==> src/rtl/atm_session_ctrl.sv <==
// atm_session_ctrl: card session FSM with PIN check, lockout, inactivity timeout and balance updates
module atm_session_ctrl #(
  parameter int W         = 4,
  parameter int MAX_TRIES = 3,
  parameter int TIMEOUT   = 15
) (
  input  logic         clk,
  input  logic         rst_n,
  input  logic         card_in,
  input  logic [W-1:0] bal,
  input  logic [W-1:0] prefed,
  input  logic         pin_valid,
  input  logic [W-1:0] pin,
  input  logic         txn_valid,
  input  logic [1:0]   sel,
  input  logic [W-1:0] amt,
  output logic [W-1:0] balance,
  output logic         pin_ok,
  output logic [2:0]   tries,
  output logic         locked,
  output logic         wd_fail,
  output logic         dep_fail,
  output logic         txn_done,
  output logic         timeout,
  output logic         busy
);
  typedef enum logic [2:0] {IDLE, PIN_WAIT, MENU, EXEC, LOCKED} state_t;
  state_t state_q, state_d;
  logic [W-1:0] bal_q, bal_d, amt_q, amt_d;
  logic [1:0] sel_q, sel_d;
  logic [2:0] tries_q, tries_d;
  logic [7:0] idle_q, idle_d;
  logic pin_ok_q, pin_ok_d, locked_q, locked_d, card_q;
  logic wd_fail_q, wd_fail_d, dep_fail_q, dep_fail_d;
  logic txn_done_q, txn_done_d, timeout_q, timeout_d;
  logic [W:0] sum;
  logic stale;
  assign sum = {1'b0, bal_q} + {1'b0, amt_q};
  assign stale = (idle_q + 8'd1) == 8'(TIMEOUT);
  assign balance = bal_q;
  assign pin_ok = pin_ok_q;
  assign tries = tries_q;
  assign locked = locked_q;
  assign wd_fail = wd_fail_q;
  assign dep_fail = dep_fail_q;
  assign txn_done = txn_done_q;
  assign timeout = timeout_q;
  assign busy = (state_q != IDLE) && (state_q != LOCKED);
  // next-state and output decode; card removal wins over strobes, strobes win over timeout
  always_comb begin
    state_d = state_q;
    bal_d = bal_q;
    amt_d = amt_q;
    sel_d = sel_q;
    tries_d = tries_q;
    idle_d = idle_q;
    pin_ok_d = pin_ok_q;
    locked_d = locked_q;
    wd_fail_d = 1'b0;
    dep_fail_d = 1'b0;
    txn_done_d = 1'b0;
    timeout_d = 1'b0;
    case (state_q)
      IDLE: if (card_in && !card_q) begin
        bal_d = bal;
        tries_d = '0;
        idle_d = '0;
        state_d = PIN_WAIT;
      end
      PIN_WAIT, MENU: if (!card_in) begin
        pin_ok_d = 1'b0;
        state_d = IDLE;
      end else if (state_q == PIN_WAIT && pin_valid) begin
        idle_d = '0;
        if (pin == prefed) begin
          pin_ok_d = 1'b1;
          tries_d = '0;
          state_d = MENU;
        end else begin
          tries_d = tries_q + 3'd1;
          if (tries_d == 3'(MAX_TRIES)) begin
            locked_d = 1'b1;
            state_d = LOCKED;
          end
        end
      end else if (state_q == MENU && txn_valid) begin
        idle_d = '0;
        if (sel == 2'b11) begin
          txn_done_d = 1'b1;
          pin_ok_d = 1'b0;
          state_d = IDLE;
        end else begin
          sel_d = sel;
          amt_d = amt;
          state_d = EXEC;
        end
      end else if (stale) begin
        timeout_d = 1'b1;
        pin_ok_d = 1'b0;
        state_d = IDLE;
      end else begin
        idle_d = idle_q + 8'd1;
      end
      EXEC: begin
        idle_d = '0;
        state_d = card_in ? MENU : IDLE;
        pin_ok_d = card_in;
        txn_done_d = card_in;
        if (sel_q == 2'b00) begin
          if (sum[W]) dep_fail_d = card_in;
          else bal_d = sum[W-1:0];
        end
        if (sel_q == 2'b01) begin
          if (bal_q >= amt_q) bal_d = bal_q - amt_q;
          else wd_fail_d = card_in;
        end
      end
      default: ;
    endcase
  end
  // state and output registers
  always_ff @(posedge clk or negedge rst_n) begin
    if (!rst_n) begin
      state_q <= IDLE;
      bal_q <= '0;
      amt_q <= '0;
      sel_q <= '0;
      tries_q <= '0;
      idle_q <= '0;
      pin_ok_q <= 1'b0;
      locked_q <= 1'b0;
      card_q <= 1'b0;
      wd_fail_q <= 1'b0;
      dep_fail_q <= 1'b0;
      txn_done_q <= 1'b0;
      timeout_q <= 1'b0;
    end else begin
      state_q <= state_d;
      bal_q <= bal_d;
      amt_q <= amt_d;
      sel_q <= sel_d;
      tries_q <= tries_d;
      idle_q <= idle_d;
      pin_ok_q <= pin_ok_d;
      locked_q <= locked_d;
      card_q <= card_in;
      wd_fail_q <= wd_fail_d;
      dep_fail_q <= dep_fail_d;
      txn_done_q <= txn_done_d;
      timeout_q <= timeout_d;
    end
  end
endmodule
==> config.mk <==
export PLATFORM = sky130hd
export DESIGN_NAME = atm_session_ctrl
export DESIGN_NICKNAME = d
export VERILOG_FILES = /design/src/rtl/atm_session_ctrl.sv
export SDC_FILE = /design/constraint.sdc
export NUM_CORES = 1
export LEC_CHECK = 0
export BUFFER_PORTS_ARGS = -buffer_cell sky130_fd_sc_hd__buf_2
export CORE_ASPECT_RATIO = 0.7
export CORE_MARGIN = 3
export CORE_UTILIZATION = 45
export CTS_CLUSTER_DIAMETER = 30
export DETAILED_ROUTE_END_ITERATION = 16
export GPL_TIMING_DRIVEN = 0
export PLACE_DENSITY_LB_ADDON = 0.15
export SLEW_MARGIN = 20
export SYNTH_ARGS = -nofsm -noshare
export SYNTH_HDL_FRONTEND = slang
export SYNTH_SLANG_ARGS = --single-unit
==> constraint.sdc <==
create_clock -name clk -period 2.6 [get_ports clk]
set_input_delay 0.26 -clock clk [delete_from_list [all_inputs] [get_ports clk]]
set_output_delay 0.26 -clock clk [all_outputs]
set_load 0.02 [all_outputs]
==> run_results.csv, run 1 <==
group,metric,value,unit
synthesis,yosysWarnings,0,
run_status,status,"finished, final reports clean",
finish,finalNetCount,300,
setup_path,crit_required,2770,ps
pwr,power.switching,0.001107,W
floorplanning,core,4136,µm²
global_routing,grt_util_met1,0.3048,
timing,tightest_slew,688.3,ps
clocking,cts_max_path_buffers,2,
clocking,h-tree-depth,2,
timing,drv_slew,0,
pwr,power_leakage,1.139,nW
synthesis,synth_edf_count,0,
timing,setup_viol,0,
clocking,clock-sinks,31,
timing,period_minus_slack,2344,ps
clocking,clock_latency,280,ps
synthesis,yosysTopAreaCellShare,0.3780,
clocking,clk_pin_slew,60,ps
timing,hold_viol,0,
synthesis,async_flop_share,1.000,
timing,fin_worst_skew,3.533,ps
floorplanning,die_w,86.71,µm
route,wl_per_cell,14.91,µm
global_routing,overflow,0,
synthesis,synth_area_per_cell,9.327,µm²
setup_path,cp_cell_sequence,"inv_1, ha_1, fa_1, a21bo_2, a211oi_1, a31o_1, a32oi_1, o31a_2",
global_routing,grt_pass1_wl,7.859,mm
timing,timing.fmax,0.4266,GHz
clocking,cts-buffers-inserted,5,
setup_path,crit_fanout,4,
synthesis,ys_types,59,
pwr,p_sw_frac,0.4300,
finish,post-route-util,0.5765,
pwr,power.density,1079,nW/µm²
route,drc,0,
clocking,cts-hold-fix-buffers,0,
global_routing,grt_pass1_vias,1613,
synthesis,syn_area,2052,µm²
setup_path,critPathSlowestCell,"a211oi_1",
route,routed_wl,4.698,mm
global_routing,use_met2,0.2261,
timing,max-slew-margin-rel,0.5363,
synthesis,synth_top_area_cell,"dfrtp_1",
timing,rsz0062_at_grt,"false",
route,vias,1776,
clocking,postCtsSetupBuffers,0,
pwr,seq_power_share,0.304,
route,drtIter0Drc,115,
floorplanning,rows,19,
finish,antenna_cells,0,
synthesis,synth_ff_type,"dfrtp_1",
finish,fin_cells,315,
setup_path,crit_family,"compound AO/OA/AOI/OAI gates",
setup_path,slowest_delay,520,ps
timing,timing.final.crit_share,0.9017,
timing,finalSetupTns,0,ps
placement,port_buffers,36,
clocking,cts_tree,"done",
clocking,cts_resized,0,
floorplanning,initial_core_util,0.4961,
pwr,p_int,0.001467,W
global_routing,grt_use_met3,0.04348,
setup_path,worst_setup_path_end_kind,"flop",
floorplanning,io_pins,37,
job,max-cap-violations,0,
route,first_pass_iters,4,
min_path,hp-class,"in2async",
setup_path,crit_type,"reg2reg",
placement,dpl.cell_count,308,
floorplanning,die_h,62.50,µm
route,ant_nets,0,
finish,drive_gt1_frac,0.2167,
placement,gp_congestion,0.8956,
floorplanning,die-area,5419,µm²
setup_path,worstPathArrival,2520,ps
global_routing,grt_usage,0.1837,
synthesis,synth_nets,257,
synthesis,ys_ff_latch,31,
finish,synthToLayoutAreaGrowth,16.22,%
pwr,p_comb_frac,0.545,
setup_path,start_kind,"flop",
global_routing,busiest_layer,"met1",
clocking,clock-root-buffer,"clkbuf_8",
setup_path,worst-path-buf-inv,1,
route,viasPerCell,5.638,
pwr,pwr-share-clk,0.150,
placement,dp_hpwl,3.546,mm
synthesis,netlist_instances,220,
pwr,ir_worst_vdd,591.3,µV
synthesis,ys_seq_area_frac,0.3780,
global_routing,grt_start_max_net_pins,32,
global_routing,antenna_found_initial,0,
synthesis,synth_area_leaders,"dfrtp_1, ha_1, o21ai_0, nand2_1, nor2_1",
-- final timing paths --
path                            start          to  slack, ps  cells past startpoint
setup / recovery           balance[0]  balance[2]        260                      8
hold / removal                  rst_n  balance[2]         20                      1
setup reg to reg           balance[0]  balance[2]        260                      8
hold reg to reg                locked      locked        480                      1
max in group asynchronous       rst_n  state_q[0]       2130                      1
min in group clk               amt[0]    amt_q[0]        170                      3
-- worst reg2reg max path: cells and delay by family (launching register included) --
family          cells  cell delay (ps)
buf+inv             1               70
flops               1              410
fa+ha+maj           2              420
compound gates      5             1330
-- cell usage after synthesis (3+ instances only) --
| cell | n |
|---|---|
| dfrtp_1 | 31 |
| nand2_1 | 20 |
| o21ai_0 | 17 |
| nor2_1 | 16 |
| inv_1 | 15 |
| ha_1 | 12 |
| a21oi_1 | 9 |
| nand2b_1 | 7 |
| nand3_1 | 5 |
| nor2b_1 | 5 |
| or2_2 | 5 |
| a21o_1 | 4 |
| a221o_1 | 4 |
| xor2_1 | 4 |
| clkbuf_1 | 3 |
| nor3b_1 | 3 |
| o21bai_1 | 3 |
| o31ai_1 | 3 |
| or3_1 | 3 |
-- cells in the final DEF, fill, tap and decap left out, types with 5 or more instances in the layout --
master / count
buf_2: 37
clkbuf_8: 6
nand2_1: 20
nor2_1: 16
dfrtp_1: 31
a21oi_1: 9
nand2b_1: 7
o21ai_0: 17
ha_1: 12
inv_1: 15
nor2b_1: 5
nand3_1: 5
or2_2: 5
-- sequential cells by signal, indices dropped and copies added, names as in the netlist --
name / cells
idle_q: 8
sel_q: 2
pin_ok: 1
txn_done: 1
state_q: 3
card_q: 1
wd_fail: 1
tries: 3
locked: 1
amt_q: 4
timeout: 1
balance: 4
dep_fail: 1
-- power by group through the flow --
| stage | clock, W | sequential, W | combinational, W |
|---|---|---|---|
| after global routing | 0.000417 | 0.000816 | 0.00158 |
| after CTS | 0.000400 | 0.000784 | 0.00140 |
| final | 0.000387 | 0.000783 | 0.00140 |
| after global placement | 0 | 0.000790 | 0.00137 |
| after floorplan | 0 | 0.000837 | 0.000990 |
| after detailed placement | 0 | 0.000794 | 0.00139 |
-- layer usage --
layer	share of wire	vias to the layer above
met2	0.37	63
met1	0.54	823
met3	0.079	5
li1	-	885
met4	0.0079	0
met5	0	-
-- area by class of cell --
class / count / area, µm²
Inverter: 15 / 56.30
Clock inverter: 1 / 5.005
Clock buffer: 6 / 82.58
Tap cell: 52 / 65.06
Fill cell: 405 / 1752
Buffer: 6 / 38.79
Multi-Input combinational cell: 168 / 1181
Sequential cell: 31 / 775.7
Timing Repair Buffer: 36 / 180.2
-- logic make-up after synthesis --
group,after synthesis,synth area share
AND/OR/NAND/NOR,81,0.2256
AO/OA/AOI/OAI,67,0.2305
adder cells (fa/ha/maj),14,0.09268
XOR/XNOR,5,0.02134
multiplexers,1,0.005487
buffers and inverters,21,0.04634
flip-flops,31,0.3780
-- per-stage QoR --
stage	setup WS, ps	power (W)	hold slack (ps)	instance area, µm²
detailed placement	305.5	0.002179	363.7	2297
CTS	281.3	0.002583	54.57	2385
finish	255.6	0.002574	19.10	2385
global placement	334.5	0.002161	356.9	2297
global route	15.94	0.002811	76.14	2385
floorplan	419.7	0.001827	-35.59	2052
No activity file was read; power rests on OpenSTA's default activity.
==> run 2, diff against run 1 <==
--- a/config.mk
+++ b/config.mk
@@ -13,6 +13,7 @@
 export DETAILED_ROUTE_END_ITERATION = 16
 export GPL_TIMING_DRIVEN = 0
 export PLACE_DENSITY_LB_ADDON = 0.15
+export REMOVE_ABC_BUFFERS = 1
 export SLEW_MARGIN = 20
 export SYNTH_ARGS = -nofsm -noshare
 export SYNTH_HDL_FRONTEND = slang
==> run 2 against run 1 <==
  * Final cell count is 1.9% lower
  * Fmax is 3.9% lower
  * Register-to-register slack got worse by 96 ps
  * Non-clock buffer count down 6
  * Critical path type unchanged
==> run_results.csv, run 2 (same netlist as run 1, synthesis figures left out) <==
group,metric,value,unit
clocking,h-tree-depth,2,
finish,drive_gt1_frac,0.2101,
finish,synthToLayoutAreaGrowth,14.33,%
setup_path,crit_type,"reg2reg",
route,routed_wl,4.708,mm
finish,regMostFlops,"idle_q",
setup_path,cp_cell_sequence,"ha_1, or3b_1, and4_1, o21ai_0, a22oi_1, a221o_1",
clocking,cts_tree,"done",
route,drtIter0Drc,146,
setup_path,critPathSlowestCell,"dfrtp_1",
setup_path,r2r_setup_slack,160,ps
floorplanning,die_w,86.71,µm
clocking,postCtsSetupBuffers,0,
placement,placed_area,2258,µm²
floorplanning,core,4136,µm²
timing,timing.fmax,0.4098,GHz
global_routing,grt_pass1_wl,7.790,mm
clocking,cts_max_path_buffers,2,
route,vias,1756,
clocking,clock-root-buffer,"clkbuf_8",
timing,fin_worst_skew,6.799,ps
pwr,finalPower,0.002544,W
setup_path,start_kind,"flop",
placement,port_buffers,36,
global_routing,antenna_found_initial,0,
route,drc,0,
floorplanning,die_h,62.50,µm
global_routing,grt_usage,0.1853,
finish,antenna_cells,0,
finish,largest_reg_flops,8,
setup_path,crit_fanout,7,
min_path,hp-class,"in2async",
timing,timing.final.crit_share,0.9386,
pwr,power.density,1084,nW/µm²
setup_path,slowest_delay,450,ps
clocking,cts-buffers-inserted,5,
floorplanning,rows,19,
timing,tightest_slew,738.8,ps
clocking,cts-hold-fix-buffers,0,
job,max-cap-violations,0,
floorplanning,io_pins,37,
timing,setup_viol,0,
timing,hold_viol,0,
placement,dp_hpwl,3.619,mm
route,viasPerCell,5.683,
timing,fin_ws,159.7,ps
timing,period_minus_slack,2440,ps
finish,final_common_cell,"buf_2",
global_routing,overflow,0,
placement,dp_slack,257.6,ps
timing,drv_slew,0,
finish,finalNetCount,294,
global_routing,grt_start_max_net_pins,32,
route,highest_layer,"met4",
route,ant_nets,0,
global_routing,grt_pass1_vias,1562,
setup_path,worstPathArrival,2610,ps
route,drt-met1-wl,2.655,mm
route,met2_length,1.667,mm
route,wl_per_cell,15.24,µm
clocking,cts_resized,0,
timing,rsz0062_at_grt,"false",
floorplanning,initial_core_util,0.4961,
route,wl_met3,325,µm
clocking,clk_pin_slew,70,ps
clocking,clock_latency,280,ps
timing,finalSetupTns,0,ps
timing,max-slew-margin-rel,0.5075,
setup_path,crit_required,2770,ps
setup_path,worst_setup_path_end_kind,"flop",
clocking,clock-sinks,31,
placement,gp_congestion,0.9775,
floorplanning,die-area,5419,µm²
pwr,power_leakage,1.120,nW
run_status,status,"finished, final reports clean",
route,first_pass_iters,4,
pwr,ir_worst_vdd,614.8,µV
finish,most-common-layout-cells,"buf_2, dfrtp_1, nand2_1, o21ai_0, nor2_1",
finish,final_cell_area,2346,µm²
run 2: layer usage:
| layer | up-vias | GRT usage |
|---|---|---|
| met5 | - | 0 |
| met4 | 0 | 0.05253 |
| met3 | 6 | 0.04875 |
| met2 | 52 | 0.2176 |
| met1 | 820 | 0.3134 |
| li1 | 878 | - |
run 2: report_power, final:
part           internal [W]  total (W)  switching [W]
clock network      0.000207   0.000381       0.000174
registers          0.000631   0.000830       0.000199
logic              0.000597    0.00133       0.000736
total               0.00143    0.00254        0.00111
run 2: path summary, 6_finish.rpt:
path | start | to | cells after the start
worst max-delay path | balance[3] | balance[3] | 6
worst min-delay path | rst_n | balance[1] | 1
worst max register to register | balance[3] | balance[3] | 6
worst min register to register | locked | locked | 1
max in group asynchronous | rst_n | amt_q[2] | 1
min in group clk | amt[3] | amt_q[3] | 3
run 2: cell type report:
class,instances,area (µm²)
fill,421,1790
clock inverter,1,5.005
timing repair buffer,36,180.2
clock buffer,6,82.58
sequential,31,775.7
tap,52,65.06
multi-input combinational,168,1181
inverter,15,56.30
run 2: worst max-delay path, delay by kind of cell (launching register included):
| kind | cells | cell delay (ps) |
|---|---|---|
| AOI/OAI and AO/OA | 3 | 770 |
| adders and majority gates | 1 | 410 |
| DFF | 1 | 450 |
| and+or+nand+nor | 2 | 690 |
run 2: through the flow:
stage	utilization	hold slack (ps)	std cells
floorplan	-	-35.59	214
global placement	0.5460	357.5	302
detailed placement	0.5460	359.1	302
CTS	0.5672	46.63	309
global route	0.5672	82.96	309
finish	0.5672	16.65	309
